==> src/rtl/inst_fetch_queue_if.sv <==
// rtl/inst_fetch_queue_if.sv - instruction memory and decode-side bus of the fetch queue
interface inst_fetch_queue_if #(
    parameter int DEPTH = 4
);
    localparam int CW = $clog2(DEPTH) + 1;

    logic [31:0]   iad;
    logic [31:0]   idt;
    logic          acki_n;
    logic          deq_ready;
    logic          deq_valid;
    logic [31:0]   deq_pc;
    logic [31:0]   deq_pc4;
    logic [31:0]   deq_ir;
    logic [CW-1:0] count;

    modport slave (
        output iad,
        input  idt,
        input  acki_n,
        input  deq_ready,
        output deq_valid,
        output deq_pc,
        output deq_pc4,
        output deq_ir,
        output count
    );

    modport master (
        input  iad,
        output idt,
        output acki_n,
        output deq_ready,
        input  deq_valid,
        input  deq_pc,
        input  deq_pc4,
        input  deq_ir,
        input  count
    );
endinterface

==> src/rtl/inst_fetch_queue.sv <==
// rtl/inst_fetch_queue.sv - instruction prefetch queue owning the fetch PC
module inst_fetch_queue #(
    parameter int          DEPTH    = 4,
    parameter logic [31:0] RESET_PC = 32'h0000_0000,
    parameter logic [31:0] NOP_INST = 32'h0000_0013
) (
    input  logic                clk,
    input  logic                rst_n,
    input  logic                redirect,
    input  logic [31:0]         redirect_pc,
    inst_fetch_queue_if.slave   bus
);
    localparam int PW = $clog2(DEPTH);
    localparam int CW = PW + 1;
    localparam logic [PW-1:0] PTR_ONE = 1;
    localparam logic [CW-1:0] CNT_ONE = 1;
    localparam logic [CW-1:0] CNT_MAX = CW'(DEPTH);

    logic [31:0]   r_fetch_pc;
    logic [PW-1:0] r_wr_ptr;
    logic [PW-1:0] r_rd_ptr;
    logic [CW-1:0] r_count;
    logic [31:0]   r_entry_pc  [DEPTH];
    logic [31:0]   r_entry_pc4 [DEPTH];
    logic [31:0]   r_entry_ir  [DEPTH];

    logic w_push;
    logic w_pop;
    logic w_valid;

    assign w_valid = (r_count != '0);
    assign w_pop   = w_valid && bus.deq_ready && !redirect;
    // A full queue still accepts a word when the head leaves in the same cycle.
    assign w_push  = !bus.acki_n && !redirect && ((r_count < CNT_MAX) || w_pop);

    always_ff @(posedge clk) begin
        if (!rst_n) begin
            r_fetch_pc <= RESET_PC;
            r_wr_ptr   <= '0;
            r_rd_ptr   <= '0;
            r_count    <= '0;
        end else if (redirect) begin
            r_fetch_pc <= {redirect_pc[31:2], 2'b00};
            r_wr_ptr   <= '0;
            r_rd_ptr   <= '0;
            r_count    <= '0;
        end else begin
            if (w_push) begin
                r_fetch_pc <= r_fetch_pc + 32'd4;
                r_wr_ptr   <= r_wr_ptr + PTR_ONE;
            end
            if (w_pop) begin
                r_rd_ptr <= r_rd_ptr + PTR_ONE;
            end
            case ({w_push, w_pop})
                2'b10:   r_count <= r_count + CNT_ONE;
                2'b01:   r_count <= r_count - CNT_ONE;
                default: r_count <= r_count;
            endcase
        end
    end

    // Entries are cleared on reset so the stale head reads as zero until first use.
    always_ff @(posedge clk) begin
        if (!rst_n) begin
            for (int i = 0; i < DEPTH; i++) begin
                r_entry_pc[i]  <= '0;
                r_entry_pc4[i] <= '0;
                r_entry_ir[i]  <= '0;
            end
        end else if (w_push) begin
            r_entry_pc[r_wr_ptr]  <= r_fetch_pc;
            r_entry_pc4[r_wr_ptr] <= r_fetch_pc + 32'd4;
            r_entry_ir[r_wr_ptr]  <= bus.idt;
        end
    end

    assign bus.iad       = r_fetch_pc;
    assign bus.count     = r_count;
    assign bus.deq_valid = w_valid;
    assign bus.deq_pc    = r_entry_pc[r_rd_ptr];
    assign bus.deq_pc4   = r_entry_pc4[r_rd_ptr];
    assign bus.deq_ir    = w_valid ? r_entry_ir[r_rd_ptr] : NOP_INST;
endmodule

==> src/flat_wrapper.sv <==
// flat-port wrapper written by rule: the top's interface ports become plain ports
module inst_fetch_queue_flat 
#(
    parameter int          DEPTH    = 4,
    parameter logic [31:0] RESET_PC = 32'h0000_0000,
    parameter logic [31:0] NOP_INST = 32'h0000_0013
)
  (clk, rst_n, redirect, redirect_pc, bus_iad, bus_idt, bus_acki_n, bus_deq_ready, bus_deq_valid, bus_deq_pc, bus_deq_pc4, bus_deq_ir, bus_count);
  inst_fetch_queue_if #(.DEPTH(DEPTH)) bus_i ();
  input  logic clk;
  input  logic rst_n;
  input  logic redirect;
  input  logic [31:0] redirect_pc;
  output wire logic [$bits(bus_i.iad)-1:0] bus_iad;
  input wire logic [$bits(bus_i.idt)-1:0] bus_idt;
  input wire logic [$bits(bus_i.acki_n)-1:0] bus_acki_n;
  input wire logic [$bits(bus_i.deq_ready)-1:0] bus_deq_ready;
  output wire logic [$bits(bus_i.deq_valid)-1:0] bus_deq_valid;
  output wire logic [$bits(bus_i.deq_pc)-1:0] bus_deq_pc;
  output wire logic [$bits(bus_i.deq_pc4)-1:0] bus_deq_pc4;
  output wire logic [$bits(bus_i.deq_ir)-1:0] bus_deq_ir;
  output wire logic [$bits(bus_i.count)-1:0] bus_count;
  assign bus_iad = bus_i.iad;
  assign bus_i.idt = bus_idt;
  assign bus_i.acki_n = bus_acki_n;
  assign bus_i.deq_ready = bus_deq_ready;
  assign bus_deq_valid = bus_i.deq_valid;
  assign bus_deq_pc = bus_i.deq_pc;
  assign bus_deq_pc4 = bus_i.deq_pc4;
  assign bus_deq_ir = bus_i.deq_ir;
  assign bus_count = bus_i.count;
  inst_fetch_queue #(.DEPTH(DEPTH), .RESET_PC(RESET_PC), .NOP_INST(NOP_INST)) u_core (.clk(clk), .rst_n(rst_n), .redirect(redirect), .redirect_pc(redirect_pc), .bus(bus_i));
endmodule
==> config.mk <==
export PLATFORM = sky130hd
export DESIGN_NAME = inst_fetch_queue_flat
export DESIGN_NICKNAME = d
export VERILOG_FILES = /design/src/rtl/inst_fetch_queue_if.sv /design/src/rtl/inst_fetch_queue.sv /design/src/flat_wrapper.sv
export SDC_FILE = /design/constraint.sdc
export NUM_CORES = 1
export LEC_CHECK = 0
export BUFFER_PORTS_ARGS = -buffer_cell sky130_fd_sc_hd__clkbuf_2
export CORE_MARGIN = 2
export CORE_UTILIZATION = 50
export CTS_CLUSTER_DIAMETER = 200
export DETAILED_ROUTE_END_ITERATION = 10
export PLACE_DENSITY = 0.76
export SLEW_MARGIN = 25
export SYNTH_ARGS = -nofsm -noshare
export SYNTH_HDL_FRONTEND = slang
export SYNTH_SLANG_ARGS = --single-unit
export TNS_END_PERCENT = 30
==> constraint.sdc <==
create_clock -name clk -period 24.7 [get_ports clk]
set_clock_uncertainty 0.1 [all_clocks]
set_input_delay 3.705 -clock clk [delete_from_list [all_inputs] [get_ports clk]]
set_output_delay 3.705 -clock clk [all_outputs]
set_load 0.01 [all_outputs]
### Word-level counts from Yosys, hierarchy flattened

Memories as Yosys holds them, arrays and structs flattened. A register that Yosys moved wholly into a read port is not among the register bits.
Index checks and enable logic that the tools add are counted.

| cells by class | value |
|---|---|
| eq/ne operators | 2 |
| bitwise operators | 1 |
| $add $sub $neg | 5 |
| mux-type cells | 23 |
| reduce and logical (&&, ||, !) cells | 14 |
| $lt $le $gt $ge | 1 |

Operators by type and width:

| kind | count |
|---|---|
| 2-to-1 mux 32 bit | 6 |
| OR reduction 32 bit | 3 |
| adder 32 x 3 -> 32 bit, second input constant | 1 |
| 2-to-1 mux 2 bit | 9 |
| 2-to-1 mux 1 bit | 7 |
| one-hot mux 3 bit (2 select lines) | 1 |
| adder 2 x 1 -> 2 bit, second input constant | 2 |
| logical AND 1 bit | 4 |
| nonzero test 2 bit | 2 |
| adder 3 x 1 -> 3 bit, second input constant | 1 |
| less-than comparator 3 bit, second input constant | 1 |
| nonzero test 3 bit | 1 |
| subtractor 3 x 1 -> 3 bit, second input constant | 1 |
| == test 2 x 1 -> 1 bit, second input constant | 1 |
| == test 2 bit, second input constant | 1 |
| logical NOT 1 bit | 2 |
| OR reduction 2 bit | 1 |
| logical OR 1 bit | 1 |
| NOT 1 bit | 1 |

| storage, ports and cells | value |
|---|---|
| memories | 3 |
| RAM bits | 384 |
| bits of input ports | 69 |
| register bits | 39 |

Memories:

| memory | words | width | read ports | clocked after memory_dff | write ports | RTL line | text |
|---|---|---|---|---|---|---|---|
| u_core.r_entry_ir | 4 | 32 | 1 | 1 | 4 | inst_fetch_queue.sv:25 | `logic [31:0] r_entry_ir [DEPTH];` |
| u_core.r_entry_pc | 4 | 32 | 1 | 1 | 4 | inst_fetch_queue.sv:23 | `logic [31:0] r_entry_pc [DEPTH];` |
| u_core.r_entry_pc4 | 4 | 32 | 1 | 1 | 4 | inst_fetch_queue.sv:24 | `logic [31:0] r_entry_pc4 [DEPTH];` |

### Longest topological paths before layout

| depth | value |
|---|---|
| depth in word-level cells | 10 |
| gate-level depth with buffers | 11 |
| gate-level depth less buffers | 9 |

### Worst setup path before layout

No wires, ideal clock.

| path | value |
|---|---|
| path type | input-to-reg |
| start point | input redirect |
| end point | memory u_core.r_entry_ir[3][0] (enable) |
| arrival time | 11.040 ns |
| slack | 12.891 ns |
| cell stages on the path | 6 |
| library setup time | 0.669 ns |
| path buffers | 3 |
| path through | clkbuf_1 inv_1 clkbuf_1 clkbuf_1 nand2_1 o21ai_0 |

RTL lines:

| what | RTL line | text |
|---|---|---|
| start: declaration | flat_wrapper.sv:12 | `input logic redirect;` |
| end: declaration | inst_fetch_queue.sv:25 |  |

==> results.toml <==
[synthesis]
synth.most_common_cell = "sky130_fd_sc_hd__edfxtp_1"
synth_cells = 1346
yosys-top-cells-area = "sky130_fd_sc_hd__edfxtp_1 (60%), sky130_fd_sc_hd__mux4_2 (11%), sky130_fd_sc_hd__dfxtp_1 (4.3%)"
synth_top_cells_by_count = "sky130_fd_sc_hd__edfxtp_1 (368), sky130_fd_sc_hd__nor2_1 (165), sky130_fd_sc_hd__and3_1 (102), sky130_fd_sc_hd__mux4_2 (92), sky130_fd_sc_hd__clkbuf_1 (85)"
ys_types = 51
post_synth_instance_area_um2 = 18300
synth_largest_area_cell = "sky130_fd_sc_hd__edfxtp_1"
dominantRegCellSynth = "sky130_fd_sc_hd__edfxtp_1"
synth_top_area_share_pct = 60.3
synth.ff_latch_count = 407
number_of_synthesized_flops_with_an_enable_pin = 368
avgSynthCellArea_um2 = 13.6
ys_seq_area_share_pct = 64.6
yosys_warns = 0
synthArstFlopShare_pct = 0

[sta]
max_clock_freq_ghz = 0.147
postLayoutSetupSlackWorst_ps = 17910
finalWorstPathRequiredPeriod_ps = 6790
timing.final.hold_violations = 0
finalSetupViolations = 0
fin_crit_sh_pct = 27.5
max-slew-margin-rel_pct = 33.7
hold-worst-slack_ps = 414
rsz_0062_raised_after_global_routing = "no"
final_max_slew_viol_count = 0
total_negative_setup_slacks_ps = 0
timing_worst_slew_pin_value_ps = 995

[route]
initialDrtViolationCount = 1216
dr_total_vias = 12076
drt.antenna.violating_nets = 0
drt_wl_total_um = 45800
vias_per_cell = 6.10
detail_route.first_pass.iterations = 6
drcViolationCount = 0
avgRoutedWirePerCell_um = 23.1

[final_layout]
layout.core_utilization_pct = 57.4
area_growth_syn_to_fin_pct = 13.9
layout-drive-gt1-share_pct = 24.5
num-nets-final = 1557

[placed_design]
place.gp.congestion = 0.857
hpwlAfterDp_um = 26800
port_buffers = 192
pre_cts_ws_ps = 17490

[setup_path]
critPathRequiredTime_ps = 24970
cp-end-kind = "register"
worstPathArrival_ps = 7060
critPathKind = "in -> reg"
crit_fanout = 143
start_kind = "input pin"

[clock_network]
cts_made_buffers = 41
cts_tree = "yes"
clkTransAtPathRegs_ps = 60
clock_latency_ps = 550
postCtsResizedCells = 0
post_cts_buffers = 0
h-tree-depth = 2
clkSinkCount = 407
cts_buffer_depth = 3
holdBufCountCts = 0
root_buffer = "sky130_fd_sc_hd__clkbuf_16"

[die]
placementRows = 70
coreArea_um2 = 36300
start_util_pct = 50.4
die_area_um2 = 38200
boundaryPins = 201
dieHeight_um = 195
die_width_um = 195

[global_routing]
gr-usage-all-layers_pct = 24.0
grt_start_max_net_pins = 144
grt_antenna_before_repair = 3
grt_remaining_overflow = 0
wire_length_of_the_first_global_routing_pass_um = 69500
grt_pass1_vias = 11800

[run_status]
run_status = "complete, no violations"

[pwr]
vdd.ir_drop.worst_mv = 0.0438
power.density_nw_per_um2 = 71.0
total_leakage_power_uw = 0.00789

[flow_run]
cap_violations = 0

[worst_hold_path]
holdCritPathClass = "reg -> reg"
-- flip-flops by register name, indices dropped and copies added, names as in the netlist, named ones only --
name	count
u_core.r_entry_ir	128
u_core.r_entry_pc4	120
u_core.r_entry_pc	120
u_core.bus.iad	30
u_core.bus.count	3
u_core.r_rd_ptr	2
u_core.r_wr_ptr	2
-- cell type report --
type | instances | area [um2]
sequential | 407 | 11800
antenna | 2 | 5.00
inverter | 48 | 180
multi-input combinational | 778 | 5940
tap | 468 | 586
clock inverter | 12 | 111
clock buffer | 56 | 1120
fill | 2865 | 15500
timing repair buffer | 209 | 1090
-- logic make-up after synthesis --
| kind of cell | after synthesis | share of synthesized area [%] |
|---|---|---|
| xor+xnor | 21 | 1.00 |
| simple gates | 499 | 14.2 |
| fa+ha+maj | 3 | 0.246 |
| compound gates | 156 | 4.99 |
| other cells | 1 | 0.0205 |
| flops | 407 | 64.6 |
| buf+inv | 166 | 3.67 |
| mux | 93 | 11.4 |
-- worst paths after layout --
| kind | cells past startpoint | startpoint | endpoint | slack [ps] |
|---|---|---|---|---|
| max | 9 | rst_n | u_core.r_entry_pc4[2][15] | 17910 |
| min | 2 | u_core.r_rd_ptr[1] | register | 410 |
| max reg2reg | 8 | u_core.bus.count[2] | u_core.r_entry_pc4[2][15] | 21400 |
| min reg2reg | 2 | u_core.r_rd_ptr[1] | register | 410 |
-- per-stage QoR --
step | power (uW) | cells | cell area [um2]
floorplan | 868 | 1351 | 18300
global placement | 906 | 1910 | 19600
detailed placement | 909 | 1910 | 19600
CTS | 1490 | 1978 | 20900
global route | 1520 | 1979 | 20900
finish | 1480 | 1980 | 20900
-- routing by layer --
metal	up-vias	part of all wire (%)	GRT usage (%)	wire length (um)
li1	5334	-	-	-
met1	6063	40	33.7	18500
met2	593	48	37.7	21800
met3	84	9.2	5.03	4210
met4	2	2.8	7.63	1260
met5	-	0.028	0	13
-- power by group --
part	switching, uW	internal (uW)	total [uW]
Sequential	16.6	782	798
Clock	250	338	588
Combinational	62.9	33.8	96.8
Total	329	1150	1480
-- critical path: stages --
cell and delay [ps]:
sky130_fd_sc_hd__clkbuf_2 80, sky130_fd_sc_hd__buf_4 380, sky130_fd_sc_hd__nand2b_1 500, sky130_fd_sc_hd__nor3_4 810, sky130_fd_sc_hd__buf_6 760, sky130_fd_sc_hd__nand2_1 260
sky130_fd_sc_hd__inv_1 160, sky130_fd_sc_hd__mux2i_1 170, sky130_fd_sc_hd__nor2_1 150
-- placed cells by master (no fill, tap or decap), types with 4 or more instances in the layout --
| cell | Yosys | layout |
|---|---|---|
| sky130_fd_sc_hd__xnor2_1 | 17 | 17 |
| sky130_fd_sc_hd__nand4_1 | 13 | 13 |
| sky130_fd_sc_hd__xor2_1 | 4 | 4 |
| sky130_fd_sc_hd__nand2_1 | 56 | 53 |
| sky130_fd_sc_hd__inv_1 | 48 | 48 |
| sky130_fd_sc_hd__edfxtp_1 | 368 | 368 |
| sky130_fd_sc_hd__and2_1 | 39 | 39 |
| sky130_fd_sc_hd__o31ai_1 | 16 | 16 |
| sky130_fd_sc_hd__clkbuf_1 | 85 | 13 |
| sky130_fd_sc_hd__clkbuf_16 | 0 | 43 |
| sky130_fd_sc_hd__a211oi_1 | 5 | 5 |
| sky130_fd_sc_hd__nand3_1 | 12 | 12 |
| sky130_fd_sc_hd__or4_1 | 19 | 19 |
| sky130_fd_sc_hd__nor3_1 | 7 | 6 |
| sky130_fd_sc_hd__a31oi_1 | 17 | 17 |
| sky130_fd_sc_hd__nor4_1 | 16 | 16 |
| sky130_fd_sc_hd__dfxtp_1 | 39 | 37 |
| sky130_fd_sc_hd__o31a_1 | 4 | 4 |
| sky130_fd_sc_hd__clkbuf_2 | 0 | 192 |
| sky130_fd_sc_hd__or2_2 | 4 | 4 |
| sky130_fd_sc_hd__o21ai_0 | 36 | 35 |
| sky130_fd_sc_hd__nor2b_1 | 32 | 30 |
| sky130_fd_sc_hd__mux4_2 | 92 | 92 |
| sky130_fd_sc_hd__nor2_1 | 165 | 164 |
| sky130_fd_sc_hd__clkinv_1 | 0 | 5 |
| sky130_fd_sc_hd__or3_1 | 17 | 17 |
| sky130_fd_sc_hd__and3_1 | 102 | 102 |
| sky130_fd_sc_hd__conb_1 | 1 | 6 |
| sky130_fd_sc_hd__buf_4 | 8 | 16 |
| sky130_fd_sc_hd__a21oi_1 | 65 | 65 |
(Power assumes the default switching activity.)
